**src/rtl/usr_pkg.sv**
```systemverilog
// Shared types for the universal shift register family: operation codes and step classification.
package usr_pkg;

  typedef enum logic [2:0] {
    HOLD = 3'd0,
    LOAD = 3'd1,
    SHL  = 3'd2,
    SHR  = 3'd3,
    ROL  = 3'd4,
    ROR  = 3'd5
  } mode_e;

  // Codes 6 and 7 are not steps; they fall through to hold behaviour.
  function automatic logic is_step(input mode_e m);
    case (m)
      SHL, SHR, ROL, ROR: return 1'b1;
      default:            return 1'b0;
    endcase
  endfunction

endpackage

```
**src/rtl/shift_bit_counter.sv**
```systemverilog
// Counts shift steps modulo WIDTH and pulses done for one cycle after each wrap.
module shift_bit_counter #(
  parameter int WIDTH = 8,
  localparam int CNT_W = $clog2(WIDTH)
) (
  input  logic             clk,
  input  logic             reset,
  input  logic             clr,
  input  logic             step,
  output logic [CNT_W-1:0] cnt,
  output logic             done
);

  logic at_last;

  assign at_last = (cnt == CNT_W'(WIDTH - 1));

  always_ff @(posedge clk) begin
    if (reset) begin
      cnt  <= '0;
      done <= 1'b0;
    end else begin
      // done is recomputed every cycle so it can only ever be a single-cycle pulse.
      done <= step && at_last;
      if (clr)
        cnt <= '0;
      else if (step)
        cnt <= at_last ? '0 : cnt + CNT_W'(1);
    end
  end

endmodule

```
**src/rtl/univ_shift_reg.sv**
```systemverilog
// Universal shift register: parallel load, bidirectional shift, rotate, with a word-completion counter.
import usr_pkg::*;

module univ_shift_reg #(
  parameter int DATA_WIDTH = 8,
  localparam int CNT_W = $clog2(DATA_WIDTH)
) (
  input  logic                  clk,
  input  logic                  reset,
  input  logic                  en,
  input  usr_pkg::mode_e        mode,
  input  logic [DATA_WIDTH-1:0] par_in,
  input  logic                  ser_in_r,
  input  logic                  ser_in_l,
  output logic [DATA_WIDTH-1:0] par_out,
  output logic                  ser_out_l,
  output logic                  ser_out_r,
  output logic [CNT_W-1:0]      bit_cnt,
  output logic                  word_done
);

  logic [DATA_WIDTH-1:0] q;
  logic                  cnt_clr;
  logic                  cnt_step;

  always_ff @(posedge clk) begin
    if (reset) begin
      q <= '0;
    end else if (en) begin
      case (mode)
        LOAD:    q <= par_in;
        SHL:     q <= {q[DATA_WIDTH-2:0], ser_in_r};
        SHR:     q <= {ser_in_l, q[DATA_WIDTH-1:1]};
        ROL:     q <= {q[DATA_WIDTH-2:0], q[DATA_WIDTH-1]};
        ROR:     q <= {q[0], q[DATA_WIDTH-1:1]};
        default: q <= q;
      endcase
    end
  end

  assign cnt_clr  = en && (mode == LOAD);
  assign cnt_step = en && is_step(mode);

  shift_bit_counter #(
    .WIDTH (DATA_WIDTH)
  ) u_bit_counter (
    .clk   (clk),
    .reset (reset),
    .clr   (cnt_clr),
    .step  (cnt_step),
    .cnt   (bit_cnt),
    .done  (word_done)
  );

  assign par_out   = q;
  assign ser_out_l = q[DATA_WIDTH-1];
  assign ser_out_r = q[0];

endmodule

```
**config.mk**
```make
export PLATFORM = sky130hd
export DESIGN_NAME = univ_shift_reg
export DESIGN_NICKNAME = d
export VERILOG_FILES = /design/src/rtl/usr_pkg.sv /design/src/rtl/shift_bit_counter.sv /design/src/rtl/univ_shift_reg.sv
export SDC_FILE = /design/constraint.sdc
export NUM_CORES = 1
export LEC_CHECK = 0
export BUFFER_PORTS_ARGS = -buffer_cell sky130_fd_sc_hd__clkbuf_2
export CAP_MARGIN = 30
export CORE_MARGIN = 2
export CORE_UTILIZATION = 40
export DETAILED_ROUTE_END_ITERATION = 10
export PLACE_DENSITY = 0.69
export RECOVER_POWER = 25
export SETUP_SLACK_MARGIN = 0.3
export SLEW_MARGIN = 20
export SYNTH_ARGS = -nofsm -noshare
export SYNTH_HDL_FRONTEND = slang
export SYNTH_SLANG_ARGS = --single-unit
```
**constraint.sdc**
```tcl
create_clock -name clk -period 1.7 [get_ports clk]
set_input_delay 0.17 -clock clk [delete_from_list [all_inputs] [get_ports clk]]
set_output_delay 0.17 -clock clk [all_outputs]
set_load 0.005 [all_outputs]
```
Word level (Yosys, flattened, before mapping)
Cells that the tools add are included.
{"block": "word_totals", "reg_bits": 12, "inputBits": 16, "out_inout_bits": 14}
{"block": "classes", "eq_ne": 6, "add_sub_neg": 1, "reduce_logical": 7, "n_mux": 3}
{"cell": "8-bit case mux with 5 select lines", "count": 1}
{"cell": "3-bit == test (second input constant)", "count": 3}
{"cell": "3-bit by 2-bit == test with 1-bit output (second input constant)", "count": 2}
{"cell": "5-bit nonzero test", "count": 1}
{"cell": "4-bit OR reduction", "count": 1}
{"cell": "3-bit by 1-bit adder with 3-bit output (second input constant)", "count": 1}
{"cell": "3-bit by 1-bit == test with 1-bit output (second input constant)", "count": 1}
{"cell": "1-bit logical AND", "count": 3}
{"cell": "3-bit 2-to-1 mux", "count": 1}
{"cell": "2-bit AND reduction", "count": 1}
{"cell": "2-bit OR reduction", "count": 1}
{"cell": "1-bit 2-to-1 mux", "count": 1}

Logic depth before layout (Yosys ltp)
{"block": "depth", "ltp_word": 5, "depth_mapped": 4}

Hierarchy
Synthesis repeated with hierarchy kept, for this count alone.
{"block": "unflattened", "cells_unflattened": 88, "hier_area_um2": 794.5}
{"mod": "univ_shift_reg", "n_inst": 1, "area_per_inst_um2": 618.1, "cells_each": 72}
{"mod": "shift_bit_counter", "n_inst": 1, "area_per_inst_um2": 176.4, "cells_each": 16}

Worst setup path before layout
Ideal clock, no wire load.
{"block": "synth_path", "path_kind": "register -> register", "start": "reg u_bit_counter.cnt[0]", "end": "reg u_bit_counter.cnt[0]", "path_buffers": 0, "stages_incl_launch_ff": 5, "path_slack_ns": 0.347, "t_arrival_ns": 1.283, "path_cell_list": "dfxtp_1 > ha_1 > ha_1 > or4_1 > a21oi_1"}
{"block": "synth_via", "elab_chain_len": 2, "word_cells_on_any_way": 3, "cone_classes": "add/sub (1); eq/ne (1); mux (1)"}
{"item": "start: declaration", "line": "shift_bit_counter.sv:10", "source": "output logic [CNT_W-1:0] cnt,"}
{"item": "start signal: assignment", "line": "shift_bit_counter.sv:28", "source": "cnt <= at_last ? '0 : cnt + CNT_W'(1);"}
{"item": "3-bit by 1-bit adder with 3-bit output / 3-bit == test (equally long branches)", "line": "shift_bit_counter.sv:28, shift_bit_counter.sv:16"}
{"item": "3-bit 2-to-1 mux *", "line": "shift_bit_counter.sv:28"}
Mark *: on every way between the ends. The rest lies on a longest branch, timed or not.
A chain may end at the register's enable or synchronous reset.

Worst setup path in the final report
{"block": "layout_path", "start": "reg u_bit_counter.cnt[1]", "end": "reg u_bit_counter.cnt[0]"}
{"block": "layout_via", "elab_chain_len": 2}
{"item": "3-bit == test", "line": "shift_bit_counter.sv:16", "source": "assign at_last = (cnt == CNT_W'(WIDTH - 1));"}
{"item": "3-bit 2-to-1 mux", "line": "shift_bit_counter.sv:28"}
Every way passes these cells.

==> flow_summary.yaml <==
setup_path:
  slowest_delay_ps: 510
  crit_arrival_ps: 1580
  cp_cell_sequence: "ha_4 > ha_4 > or4_4 > a21oi_2"
  crit_path_end_kind: "register"
  crit_type: "reg -> reg"
  r2r_start: "u_bit_counter.cnt[1]"
  cp_max_fo: 3
  cp-startpoint: "u_bit_counter.cnt[1]"
  crit_buf_inv: 0
  worst-r2r-cell-count: 4
  cp-start-kind: "register"
  critical_path.endpoint: "u_bit_counter.cnt[0]"
  crit_path_frequent_cell: "ha_4"
  r2r-end: "u_bit_counter.cnt[0]"
  r2r_slack_ps: 330
  crit_family: "simple AND/OR/NAND/NOR gates"
  critPathSlowestCell: "or4_4"
  path_depth: 4
  required_ps: 1900
die:
  dieArea_sq_um: 2151
  die_w_um: 46.38
  start_util_pct: 42.05
  die_h_um: 46.38
  ios: 30
  num_rows: 15
  core_area_sq_um: 1708
sta:
  fmax_ghz: 0.7286
  fin_skew_ps: 8.779
  drv_slew: 0
  worst_slack_ps: 327.6
  hold_violations: 0
  slew_headroom_pct: 62.63
  setup_tns_ps: 0
  rsz0062_at_grt: "no"
  setup_viol: 0
  min_period_ps: 1372
  fin_crit_sh_pct: 80.73
  max_slew.worst_pin.slew_ps: 560.6
drt:
  via_per_inst: 5.759
  drc_errors: 0
  ant_nets: 0
  drt_iter0_markers: 9
  vias: 812
  wl_mm: 1.920
  drt_first_pass_iters: 4
  post_drt_wl_per_cell_um: 13.62
finish:
  diodes: 0
  drive_above_1_share_pct: 37.07
  area_growth_pct: 32.58
  n_fill_cell: 174
  finalNetCount: 135
synth:
  ys_ff_latch: 12
  yosysSeqAreaShare_pct: 33.45
  synth.distinct_cells: 27
  yosysWarnings: 0
  synthesis.area_sq_um: 718.2
  synthCells: 86
  syn_avg_cell_area_sq_um: 8.351
  syn_nets: 104
run:
  max_cap_violations: 0
placement:
  place_ws_ps: 281.8
  io_buffers: 29
  place_congestion: 0.8611
  place.detailed.hpwl_mm: 1.372
global_route:
  grt_pass1_wl_mm: 3.180
  antenna_found_initial: 0
  grt_max_degree: 15
  grt_pass1_vias: 755
  grt_usage_pct: 20.77
  grt_remaining_overflow: 0
power_and_ir_drop:
  peakVddDrop_v: 0.0004092
  p_leak_nw: 0.3855
  p_per_area_nw_per_um2: 744.0
  finalPower_mw: 0.7084
clock_tree:
  cts.sinks: 12
  cts_max_level: 1
  cts.reportedPaths.clkPinSlew_ps: 90
  clk_latency_ps: 280
  clk_path_buf_depth: 2
  cts-root-buf: "clkbuf_4"
  cts_buffers: 3
  cts_tree: "done"
  hold_buffers: 0
min_path:
  min_path_cells: 3
  hold_path.class: "in -> reg"
status:
  run_status: "completed"
## stage by stage
step	hold slack [ps]	std cells	util, %	instance area (sq um)
floorplan	327.4	86	-	718.2
global placement	483.6	136	51.36	877.1
detailed placement	496.3	136	51.36	877.1
CTS	188.5	141	55.53	948.4
global route	229.9	141	55.75	952.2
finish	196.2	141	55.75	952.2
## worst reg2reg max path: stages (launching register included)
cell     delay [ps]
dfxtp_1         350
ha_4            170
ha_4            150
or4_4           510
a21oi_2         130
## flip-flops by register name, summed over array words and instances, names as in the netlist
name                flops
par_out                 8
u_bit_counter.cnt       3
u_bit_counter.done      1
## metal layers
| metal | GRT usage [%] | share of wire (%) | vias to the layer above |
|---|---|---|---|
| li1 | - | - | 394 |
| met3 | 3.922 | 5.0 | 2 |
| met1 | 26.23 | 44 | 394 |
| met2 | 33.33 | 50 | 22 |
| met4 | 10.29 | 0.52 | 0 |
| met5 | 0 | 0 | - |
## cell families (layout without fill, tap and decap cells)
logic type	Yosys count	in the layout	share of synthesized area (%)
AO/OA/AOI/OAI	38	38	35.72
XOR/XNOR	2	2	2.439
adder cells (fa/ha/maj)	2	2	3.484
buffers and inverters	10	40	7.143
flip-flops	12	12	33.45
AND/OR/NAND/NOR	22	22	17.77
## Yosys cell counts (all sizes together)
cell type / count / share of area, %
a21oi: 12 / 8.4
dfxtp: 12 / 33
nand3: 8 / 5.6
a211oi: 6 / 6.3
o21ai: 6 / 4.2
buf: 5 / 4.5
nand2b: 5 / 4.4
a221oi: 4 / 4.9
a22o: 3 / 3.7
a311oi: 3 / 3.7
inv: 3 / 1.6
clkbuf: 2 / 1.0
ha: 2 / 3.5
nor2: 2 / 1.4
nor3: 2 / 1.4
nor4: 2 / 1.7
a21bo: 1 / 1.4
a21boi: 1 / 1.0
a31o: 1 / 1.2
nor4bb: 1 / 1.4
o21a: 1 / 1.0
or3: 1 / 0.87
or4: 1 / 1.0
xnor2: 1 / 1.2
xor2: 1 / 1.2
## how the worst min path moves through the flow
stage                    startpoint              endpoint  slack [ps]
3_5_place_dp   u_bit_counter.cnt[1]  u_bit_counter.cnt[1]         500
4_1_cts                          en  u_bit_counter.cnt[2]         190
6_report                         en  u_bit_counter.cnt[2]         200
2_1_floorplan                    en  u_bit_counter.cnt[1]         330
3_3_place_gp   u_bit_counter.cnt[1]  u_bit_counter.cnt[1]         480
5_1_grt                          en  u_bit_counter.cnt[2]         230
## report_power, final
| group | switching [mW] | internal (mW) | leakage [nW] |
|---|---|---|---|
| logic | 0.0845 | 0.0746 | 0.266 |
| registers | 0.0182 | 0.299 | 0.0987 |
| clock network | 0.103 | 0.130 | 0.0210 |
## layout by cell type, fill, tap and decap left out, types with 3 or more instances in the layout
cell type and n:
clkbuf_2 27, nand2b_1 5, nand3_1 8, dfxtp_1 11
buf_4 4, clkbuf_4 3, o21ai_0 6, a221oi_1 4
a22o_1 3, a311oi_1 3, a211oi_1 6, inv_1 3
a21oi_1 11
## area by class of cell
type                            count  area [sq um]  share of cell area, %
Multi-Input combinational cell     64         459.2                  48.23
Inverter                            3         11.26                  1.183
Timing Repair Buffer               33         172.7                  18.13
Sequential cell                    12         241.5                  25.36
Tap cell                           25         31.28                  3.285
Clock buffer                        4         36.28                  3.811
## what timing repair did
item,CTS,global route
setup endpoints to repair,1,1
buffers inserted,1,0
pin swaps,2,2
gates resized for setup,6,2
(Power assumes the default switching activity.)
